===== src/rtl/memory_game_ctrl_pkg.sv =====
// Shared types and default sizes for the memory-game round sequencer.
package memory_game_pkg;

   typedef enum logic [2:0] {
      ST_IDLE,
      ST_WRITE,
      ST_HOLD,
      ST_CLEAR,
      ST_RECALL,
      ST_DONE
   } game_state_e;

   localparam int GAME_DW        = 10;
   localparam int GAME_AW        = 4;
   localparam int GAME_ROUND_LEN = 10;

endpackage


===== src/rtl/memory_game_ctrl_if.sv =====
// Register-file port bundle: the controller writes numbers and reads them back.
interface memory_game_ctrl_if #(
   parameter int DW = 10,
   parameter int AW = 4
) ();

   logic          we;
   logic [AW-1:0] wn;
   logic [DW-1:0] wdata;
   logic [AW-1:0] rn;
   logic [DW-1:0] rdata;

   modport master (output we, output wn, output wdata, output rn, input rdata);
   modport slave  (input we, input wn, input wdata, input rn, output rdata);

endinterface


===== src/rtl/memory_game_ctrl_show_timer.sv =====
// Counts game ticks while a number is on display; hit flags the tick that completes it.
module show_timer #(
   parameter int SHOW_TICKS = 2
) (
   input  logic clk,
   input  logic resetn,
   input  logic clr,
   input  logic inc,
   output logic hit
);

   localparam int CW = $clog2(SHOW_TICKS + 1);
   localparam logic [CW-1:0] LAST = CW'(SHOW_TICKS - 1);

   logic [CW-1:0] count_q, count_d;

   always_comb begin
      count_d = count_q;
      if (clr)
         count_d = '0;
      else if (inc)
         count_d = count_q + 1'b1;
   end

   assign hit = inc && !clr && (count_q == LAST);

   always_ff @(posedge clk) begin
      if (!resetn)
         count_q <= '0;
      else
         count_q <= count_d;
   end

endmodule


===== src/rtl/memory_game_ctrl.sv =====
// Round sequencer: shows ROUND_LEN random numbers, then scores the player's recall.
module memory_game_ctrl
   import memory_game_pkg::*;
#(
   parameter int DW         = GAME_DW,
   parameter int AW         = GAME_AW,
   parameter int ROUND_LEN  = GAME_ROUND_LEN,
   parameter int SHOW_TICKS = 2
) (
   input  logic                clk,
   input  logic                resetn,
   input  logic                tick,
   input  logic                start_key,
   input  logic                confirm_key,
   input  logic [DW-1:0]       randnum,
   input  logic [DW-1:0]       sw,
   memory_game_ctrl_if.master  rf,
   output logic [DW-1:0]       led,
   output logic [AW:0]         score,
   output logic                busy,
   output logic                done,
   output logic                pass
);

   localparam logic [AW-1:0] LAST_IDX = AW'(ROUND_LEN - 1);
   localparam logic [AW:0]   FULL     = (AW+1)'(ROUND_LEN);

   game_state_e   state_q, state_d;
   logic [AW-1:0] idx_q, idx_d;
   logic [AW:0]   score_q, score_d;
   logic          we_q, we_d;
   logic [AW-1:0] wn_q, wn_d;
   logic [DW-1:0] wdata_q, wdata_d;
   logic [AW-1:0] rn_q, rn_d;
   logic [DW-1:0] led_q, led_d;
   logic          busy_q, busy_d;
   logic          done_q, done_d;
   logic          pass_q, pass_d;
   logic          hold_hit;

   show_timer #(.SHOW_TICKS(SHOW_TICKS)) u_show_timer (
      .clk    (clk),
      .resetn (resetn),
      .clr    (state_q != ST_HOLD),
      .inc    (tick && (state_q == ST_HOLD)),
      .hit    (hold_hit)
   );

   always_ff @(posedge clk) begin
      if (!resetn)
         state_q <= ST_IDLE;
      else
         state_q <= state_d;
   end

   always_comb begin
      state_d = state_q;
      case (state_q)
         ST_IDLE:   if (start_key) state_d = ST_WRITE;
         ST_WRITE:  state_d = ST_HOLD;
         ST_HOLD:   if (hold_hit) state_d = (idx_q == LAST_IDX) ? ST_CLEAR : ST_WRITE;
         ST_CLEAR:  state_d = ST_RECALL;
         ST_RECALL: if (confirm_key && (idx_q == LAST_IDX)) state_d = ST_DONE;
         ST_DONE:   if (start_key) state_d = ST_WRITE;
         default:   state_d = ST_IDLE;
      endcase
   end

   // Outputs are computed from the upcoming state so the registered values line up with it.
   always_comb begin
      idx_d   = idx_q;
      score_d = score_q;
      we_d    = 1'b0;
      wn_d    = wn_q;
      wdata_d = wdata_q;
      led_d   = led_q;
      case (state_q)
         ST_IDLE, ST_DONE: begin
            if (start_key) begin
               idx_d   = '0;
               score_d = '0;
            end
         end
         ST_WRITE: begin
            we_d    = 1'b1;
            wn_d    = idx_q;
            wdata_d = randnum;
            led_d   = randnum;
         end
         ST_HOLD: begin
            if (hold_hit && (idx_q != LAST_IDX))
               idx_d = idx_q + 1'b1;
         end
         ST_CLEAR: idx_d = '0;
         ST_RECALL: begin
            if (confirm_key) begin
               if (sw == rf.rdata)
                  score_d = score_q + 1'b1;
               if (idx_q != LAST_IDX)
                  idx_d = idx_q + 1'b1;
            end
         end
         default: ;
      endcase

      busy_d = (state_d == ST_WRITE) || (state_d == ST_HOLD) ||
               (state_d == ST_CLEAR) || (state_d == ST_RECALL);
      done_d = (state_d == ST_DONE);
      pass_d = done_d && (score_d == FULL);
      rn_d   = (state_d == ST_RECALL) ? idx_d : '0;

      case (state_d)
         ST_IDLE, ST_CLEAR, ST_RECALL: led_d = '0;
         ST_DONE:  led_d = pass_d ? '1 : '0;
         ST_WRITE: if (state_q != ST_HOLD) led_d = '0;
         default: ;
      endcase
   end

   always_ff @(posedge clk) begin
      if (!resetn) begin
         idx_q   <= '0;
         score_q <= '0;
         we_q    <= 1'b0;
         wn_q    <= '0;
         wdata_q <= '0;
         rn_q    <= '0;
         led_q   <= '0;
         busy_q  <= 1'b0;
         done_q  <= 1'b0;
         pass_q  <= 1'b0;
      end else begin
         idx_q   <= idx_d;
         score_q <= score_d;
         we_q    <= we_d;
         wn_q    <= wn_d;
         wdata_q <= wdata_d;
         rn_q    <= rn_d;
         led_q   <= led_d;
         busy_q  <= busy_d;
         done_q  <= done_d;
         pass_q  <= pass_d;
      end
   end

   assign rf.we    = we_q;
   assign rf.wn    = wn_q;
   assign rf.wdata = wdata_q;
   assign rf.rn    = rn_q;
   assign led      = led_q;
   assign score    = score_q;
   assign busy     = busy_q;
   assign done     = done_q;
   assign pass     = pass_q;

endmodule


===== src/flat_wrapper.sv =====
// flat-port wrapper written by rule: the top's interface ports become plain ports
module memory_game_ctrl_flat import memory_game_pkg::*;
#(
   parameter int DW         = GAME_DW,
   parameter int AW         = GAME_AW,
   parameter int ROUND_LEN  = GAME_ROUND_LEN,
   parameter int SHOW_TICKS = 2
)
  (clk, resetn, tick, start_key, confirm_key, randnum, sw, led, score, busy, done, pass, rf_we, rf_wn, rf_wdata, rf_rn, rf_rdata);
  memory_game_ctrl_if #(.DW(DW), .AW(AW)) rf_i ();
  input  logic clk;
  input  logic resetn;
  input  logic tick;
  input  logic start_key;
  input  logic confirm_key;
  input  logic [DW-1:0] randnum;
  input  logic [DW-1:0] sw;
  output logic [DW-1:0] led;
  output logic [AW:0] score;
  output logic busy;
  output logic done;
  output logic pass;
  output wire logic [$bits(rf_i.we)-1:0] rf_we;
  output wire logic [$bits(rf_i.wn)-1:0] rf_wn;
  output wire logic [$bits(rf_i.wdata)-1:0] rf_wdata;
  output wire logic [$bits(rf_i.rn)-1:0] rf_rn;
  input wire logic [$bits(rf_i.rdata)-1:0] rf_rdata;
  assign rf_we = rf_i.we;
  assign rf_wn = rf_i.wn;
  assign rf_wdata = rf_i.wdata;
  assign rf_rn = rf_i.rn;
  assign rf_i.rdata = rf_rdata;
  memory_game_ctrl #(.DW(DW), .AW(AW), .ROUND_LEN(ROUND_LEN), .SHOW_TICKS(SHOW_TICKS)) u_core (.clk(clk), .resetn(resetn), .tick(tick), .start_key(start_key), .confirm_key(confirm_key), .randnum(randnum), .sw(sw), .rf(rf_i), .led(led), .score(score), .busy(busy), .done(done), .pass(pass));
endmodule

===== config.mk =====
export PLATFORM = sky130hd
export DESIGN_NAME = memory_game_ctrl_flat
export DESIGN_NICKNAME = d
export VERILOG_FILES = /design/src/rtl/memory_game_ctrl_pkg.sv /design/src/rtl/memory_game_ctrl_if.sv /design/src/rtl/memory_game_ctrl_show_timer.sv /design/src/rtl/memory_game_ctrl.sv /design/src/flat_wrapper.sv
export SDC_FILE = /design/constraint.sdc
export NUM_CORES = 1
export LEC_CHECK = 0
export ABC_AREA = 1
export CAP_MARGIN = 10
export CELL_PAD_IN_SITES_DETAIL_PLACEMENT = 0
export CELL_PAD_IN_SITES_GLOBAL_PLACEMENT = 1
export CORE_ASPECT_RATIO = 0.6
export CORE_MARGIN = 5
export CORE_UTILIZATION = 33
export CTS_BUF_LIST = sky130_fd_sc_hd__clkbuf_8
export CTS_CLUSTER_DIAMETER = 150
export DETAILED_ROUTE_END_ITERATION = 6
export GPL_ROUTABILITY_DRIVEN = 1
export PLACE_DENSITY_LB_ADDON = 0.05
export SLEW_MARGIN = 30
export SYNTH_ARGS = -nofsm -noshare
export SYNTH_HDL_FRONTEND = slang
export SYNTH_SLANG_ARGS = --single-unit

===== constraint.sdc =====
create_clock -name clk -period 1.98 [get_ports clk]
set_input_delay 0.396 -clock clk [delete_from_list [all_inputs] [get_ports clk]]
set_output_delay 0.396 -clock clk [all_outputs]
set_load 0.01 [all_outputs]

## Word-level counts from Yosys, hierarchy flattened

Index checks and enable logic that the tools add are counted.

| word-level totals | value |
|---|---|
| flip-flop bits (word level) | 46 |
| latch bits | 0 |
| RAM bits | 0 |
| ROM bits | 0 |
| output and inout port bits | 37 |
| word-level logic and storage cells | 67 |
| memories | 0 |

| operators by class | value |
|---|---|
| $add $sub $neg | 3 |
| multipliers | 0 |
| div/mod/pow operators | 0 |
| $lt $le $gt $ge | 0 |
| equality and inequality tests | 16 |
| shift operators | 0 |
| multiplexer cells | 19 |
| bitwise logic cells | 1 |
| reduce and logical (&&, ||, !) cells | 16 |

Operators by type and width:

| operator | number |
|---|---|
| 10-bit 2-to-1 mux | 3 |
| 10-bit one-hot mux with 3 select lines | 1 |
| 4-bit 2-to-1 mux | 4 |
| 4-bit one-hot mux with 4 select lines | 1 |
| 5-bit 2-to-1 mux | 3 |
| 3-bit one-hot mux with 5 select lines | 1 |
| 3-bit by 2-bit == test with 1-bit output, second input constant | 4 |
| 3-bit == test, second input constant | 4 |
| 10-bit == test | 1 |
| 5-bit one-hot mux with 2 select lines | 1 |
| 3-bit 2-to-1 mux | 3 |
| 3-bit by 1-bit == test with 1-bit output, second input constant | 2 |
| 1-bit logical AND | 6 |
| 3-bit zero test | 2 |
| 5-bit by 1-bit adder with 5-bit output, second input constant | 1 |
| 5-bit by 4-bit == test with 1-bit output, second input constant | 1 |
| 4-bit by 1-bit adder with 4-bit output, second input constant | 1 |
| 4-bit == test, second input constant | 1 |
| 4-bit != test, second input constant | 1 |
| 2-bit OR reduction | 2 |
| 1-bit logical OR | 3 |
| 3-bit by 2-bit != test with 1-bit output, second input constant | 1 |
| 3-bit OR reduction | 1 |
| 2-bit by 1-bit adder with 2-bit output, second input constant | 1 |
| other kinds (6) | 6 |

## Depth between registers and ports, before layout

| depth | value |
|---|---|
| depth in word-level cells | 10 |
| mapped depth | 15 |

## Cells and area by module

A second synthesis with hierarchy kept.

| second synthesis, totals | value |
|---|---|
| cell total of the unflattened synthesis | 390 |
| area, all modules | 2509.9 µm² |

By module, submodules not included:

| module | instances | cells each | area an instance (µm²) | sequential area each (µm²) |
|---|---|---|---|---|
| memory_game_ctrl | 1 | 372 | 2397.3 | 880.8 |
| show_timer | 1 | 18 | 112.6 | 40.0 |

## Least setup slack after synthesis

Ideal clock, no wire load.

| timing path | value |
|---|---|
| path kind | register to register |
| start | register u_core.idx_q[1] |
| end | register u_core.led_q[4] (netlist: u_core.led[4]) |
| library setup time | 0.070 ns |
| arrival time | 1.607 ns |
| setup slack | 0.304 ns |
| stages on the path, launching flop included | 12 |
| buffers on the path | 1 |
| cell sequence | dfxtp_1 inv_1 ha_1 nand3_1 o311ai_4 nand2_2 clkinv_1 nand2_1 nor2_1 nand3_1 buf_6 a21oi_1 |

| on the way | value |
|---|---|
| word-level cells in the longest chain between the ends | 8 |
| elaborated cells between the ends (all ways) | 15 |
| those cells by class | eq/ne (5); mux (6); reduce/logical (4) |

RTL lines:

| what | RTL line | source |
|---|---|---|
| start, declared | memory_game_ctrl.sv:29 | `logic [AW-1:0] idx_q, idx_d;` |
| start signal, assigned | memory_game_ctrl.sv:133 | `idx_q <= idx_d;` |
| 4-bit == test (*) | memory_game_ctrl.sv:61, memory_game_ctrl.sv:63 |  |
| 2-bit 2-to-1 mux / 1-bit logical AND (equally long branches) | memory_game_ctrl.sv:61, memory_game_ctrl.sv:63 |  |
| 3-bit 2-to-1 mux (on tied branches) | memory_game_ctrl.sv:61, memory_game_ctrl.sv:63 |  |
| 3-bit one-hot mux with 5 select lines (*) | memory_game_ctrl.sv:58 | `case (state_q)` |
| 3-bit == test | memory_game_ctrl.sv:108, memory_game_ctrl.sv:112 |  |
| 1-bit logical AND | memory_game_ctrl.sv:109 | `pass_d = done_d && (score_d == FULL);` |
| 10-bit 2-to-1 mux | memory_game_ctrl.sv:114 | `ST_DONE: led_d = pass_d ? '1 : '0;` |
| 10-bit one-hot mux with 3 select lines (*) | memory_game_ctrl.sv:112 | `case (state_d)` |
| end signal, assigned | memory_game_ctrl.sv:139 | `led_q <= led_d;` |
| end, declared | memory_game_ctrl.sv:35 | `logic [DW-1:0] led_q, led_d;` |

Every way passes the cells marked *; elsewhere a longest branch is shown, timed or not.
A chain may end at the register's enable or synchronous reset.

## Final worst setup path

| timing path | value |
|---|---|
| start | register u_core.idx_q[1] |
| end | register u_core.led_q[9] (netlist: u_core.led[9]) |

The elaborated chain is that of the path after synthesis.

==> results.cfg <==
[clock_tree]
clock_path_buffers = 2
cts_root_buf = clkbuf_8
clock_latency_ns = 0.31
cts_hold_buf = 0
cts_inserted_buffers = 5
cts_sinks = 46
htreeDepth = 2
clk_pin_slew_ns = 0.09
cts_tree = yes

[power]
power_density_nw_per_um2 = 669.4
irDropWorstVdd_uv = 358.6
p_leak_uw = 0.001624
power_uw = 2416

[grt]
antenna_found_initial = 0
grt_use_total_pct = 15.82
grt_overflow = 0
first_global_vias = 2378
grt_max_degree = 22
grt_pass1_wl_mm = 11.70

[route]
drtAntennaViolNets = 0
drtPass1Iterations = 4
wl_per_cell_um = 13.10
wl_mm = 7.203
drc = 0
dr_total_vias = 2512
via_per_inst = 4.567
drt-initial-drc-count = 131

[worst_setup_path]
cp.required_ns = 2.23
crit_type = register to register
endpoint_kind = register
cp-start-kind = register
arrival_ns = 2.10
r2r-start = u_core.idx_q[1]
slowest_stage = o311ai_4
crit_chain = inv_2 > ha_1 > nand3_2 > o311ai_4 > nand2_2 > clkinv_1 > nand2_1 > nor2_2 > nand3_4 > buf_12 > a21oi_2
cp_max_fo = 6
rr_worst_depth = 11
r2r_setup_slack_ns = 0.13
r2r_end = u_core.led[9]
cp_slowest_stage_delay_ns = 0.35

[logic_synthesis]
synthFlopType = dfxtp_1
synth_enable_flop_cells = 0
syn_area_per_cell_um2 = 6.607
ys_async_sr_fraction_pct = 0
netlist_area_um2 = 2405
syn_inst = 364
seq_area_frac_synth_pct = 38.29
synth_nets = 403
ys_ff_latch = 46
yosys.area.top_type = dfxtp_1
synth_warnings = 0
synth_top_area_share_pct = 38.29
synth_area_leaders = dfxtp_1 (38%), nand2_1 (18%), inv_1 (6.9%), nor2_1 (6.7%), a21oi_1 (6.2%)
ys_types = 34

[final_layout]
antennaDiodeCount = 0
layout-drive-gt1-share_pct = 17.43
nNetsFinal = 497
area_growth_pct = 50.05
utilization_pct = 50.28

[min_path]
hold_class = register to register
hold_depth = 2
min_to = u_core.rf.wdata[5]
hold_start = u_core.rf.wdata[5]

[sta]
fmax_ghz = 0.5399
min_period_ns = 1.852
rsz0062_at_grt = false
fin_worst_skew_ns = 0.006490
worst_pin_slew_ns = 0.2763
setup-violations-final = 0
finalCritPeriodShare_pct = 93.55
hold_viol = 0
drv_slew = 0
relSlewSlack_pct = 81.38

[run]
drv_cap = 0

[floorplan]
io_pins = 72
fp.coreArea_um2 = 7177
die_y_um = 76.13
die_area_um2 = 9151
chipWidth_um = 120.2
rows = 24
start_util_pct = 33.51

[place]
gp_congestion = 0.7961
numPortBuffers = 71
hpwl_mm = 5.317

[outcome]
outcome = finished, final reports clean
-- flip-flops by register name (all words and copies together), names as in the netlist --
signal                       count
u_core.rf.wdata                 10
u_core.rf.rn                     4
u_core.rf.we                     1
u_core.state_q                   3
u_core.rf.wn                     4
u_core.done                      1
u_core.score                     5
u_core.u_show_timer.count_q      2
u_core.led                      10
u_core.idx_q                     4
u_core.pass                      1
u_core.busy                      1
-- metrics by stage --
stage | hold slack, ns | std cells | TNS [ns] | setup WS, ns | instance area [um^2]
floorplan | 0.4743 | 364 | 0 | 0.3035 | 2405
global placement | 0.4501 | 534 | -4.547 | -0.3993 | 3323
detailed placement | 0.4549 | 534 | -4.423 | -0.4024 | 3323
CTS | 0.4686 | 547 | 0 | 0.003257 | 3533
global route | 0.4855 | 550 | 0 | 0.001142 | 3608
finish | 0.4673 | 550 | 0 | 0.1277 | 3608
-- logic make-up after synthesis --
group	after synthesis	share of synthesized area [%]
AND/OR/NAND/NOR	190	33.82
multiplexers	1	0.4162
adder cells (fa/ha/maj)	4	2.081
buffers and inverters	60	10.04
flip-flops	46	38.29
XOR/XNOR	5	1.821
AO/OA/AOI/OAI	58	13.53
-- cell usage after synthesis (2+ instances only) --
cell type / n
a21oi_1: 30
a22oi_1: 2
buf_1: 2
buf_4: 2
clkbuf_1: 4
dfxtp_1: 46
ha_1: 4
inv_1: 44
inv_2: 5
nand2_1: 113
nand2_2: 5
nand3_1: 12
nand3_2: 3
nor2_1: 43
nor2_2: 4
nor2_4: 3
nor3_1: 2
o21ai_0: 21
xnor2_1: 3
xor2_1: 2
-- critical path: cells and delay by family, from the launching register on --
family	cells	cell delay [ns]
adder cells (fa/ha/maj)	1	0.16
AO/OA/AOI/OAI	2	0.46
flip-flops	1	0.34
AND/OR/NAND/NOR	5	0.55
buffers and inverters	3	0.29
-- area by class of cell --
cell class | count | area (um^2)
clock buffer | 5 | 68.82
clock inverter | 3 | 43.79
fill | 743 | 3568
inverter | 50 | 187.7
multi-input combinational | 258 | 1344
sequential | 46 | 922.1
tap | 91 | 113.9
timing repair buffer | 97 | 928.4
-- routing by layer --
| metal | track usage [%] | part of all wire (%) | routed length, um | vias to the layer above |
|---|---|---|---|---|
| li1 | - | - | - | 1325 |
| met1 | 23.94 | 53 | 3784 | 1126 |
| met2 | 21.74 | 40 | 2860 | 56 |
| met3 | 4.822 | 7.2 | 517 | 5 |
| met4 | 3.314 | 0.56 | 40 | 0 |
| met5 | 0 | 0 | 0 | - |
-- layout by cell type (no fill, tap or decap), types with 8 or more instances in the layout --
cell type        netlist  final
a21oi_1               30     24
buf_4                  2     24
clkdlybuf4s50_1        0     51
dfxtp_1               46     45
dlygate4sd2_1          0     16
inv_1                 44     42
nand2_1              113    110
nand2_2                5      8
nand3_1               12      8
nor2_1                43     38
nor2_2                 4      9
o21ai_0               21     17
-- worst max path at each step --
| stage | endpoint | slack [ns] | depth (start not counted) | startpoint |
|---|---|---|---|---|
| after floorplan | u_core.led[4] | 0.30 | 11 | u_core.idx_q[1] |
| final | u_core.led[9] | 0.13 | 11 | u_core.idx_q[1] |
| after global routing | u_core.score[1] | 0.001 | 16 | sw[6] |
| after CTS | u_core.led[8] | 0.003 | 11 | u_core.idx_q[1] |
| after global placement | u_core.led[4] | -0.40 | 16 | rf_rdata[7] |
| after detailed placement | u_core.led[6] | -0.40 | 16 | rf_rdata[7] |
-- power breakdown --
| part | switching (uW) | internal [uW] |
|---|---|---|
| Sequential | 36.1 | 988 |
| Combinational | 375 | 292 |
| Clock | 346 | 379 |
-- what timing repair did --
action,CTS,global route
gates cloned,1,0
resized for setup,30,21
buffers inserted,4,3
endpoints found under the setup margin,11,12
pin swaps,14,9
Note: power is estimated with default switching activity, not from simulation.
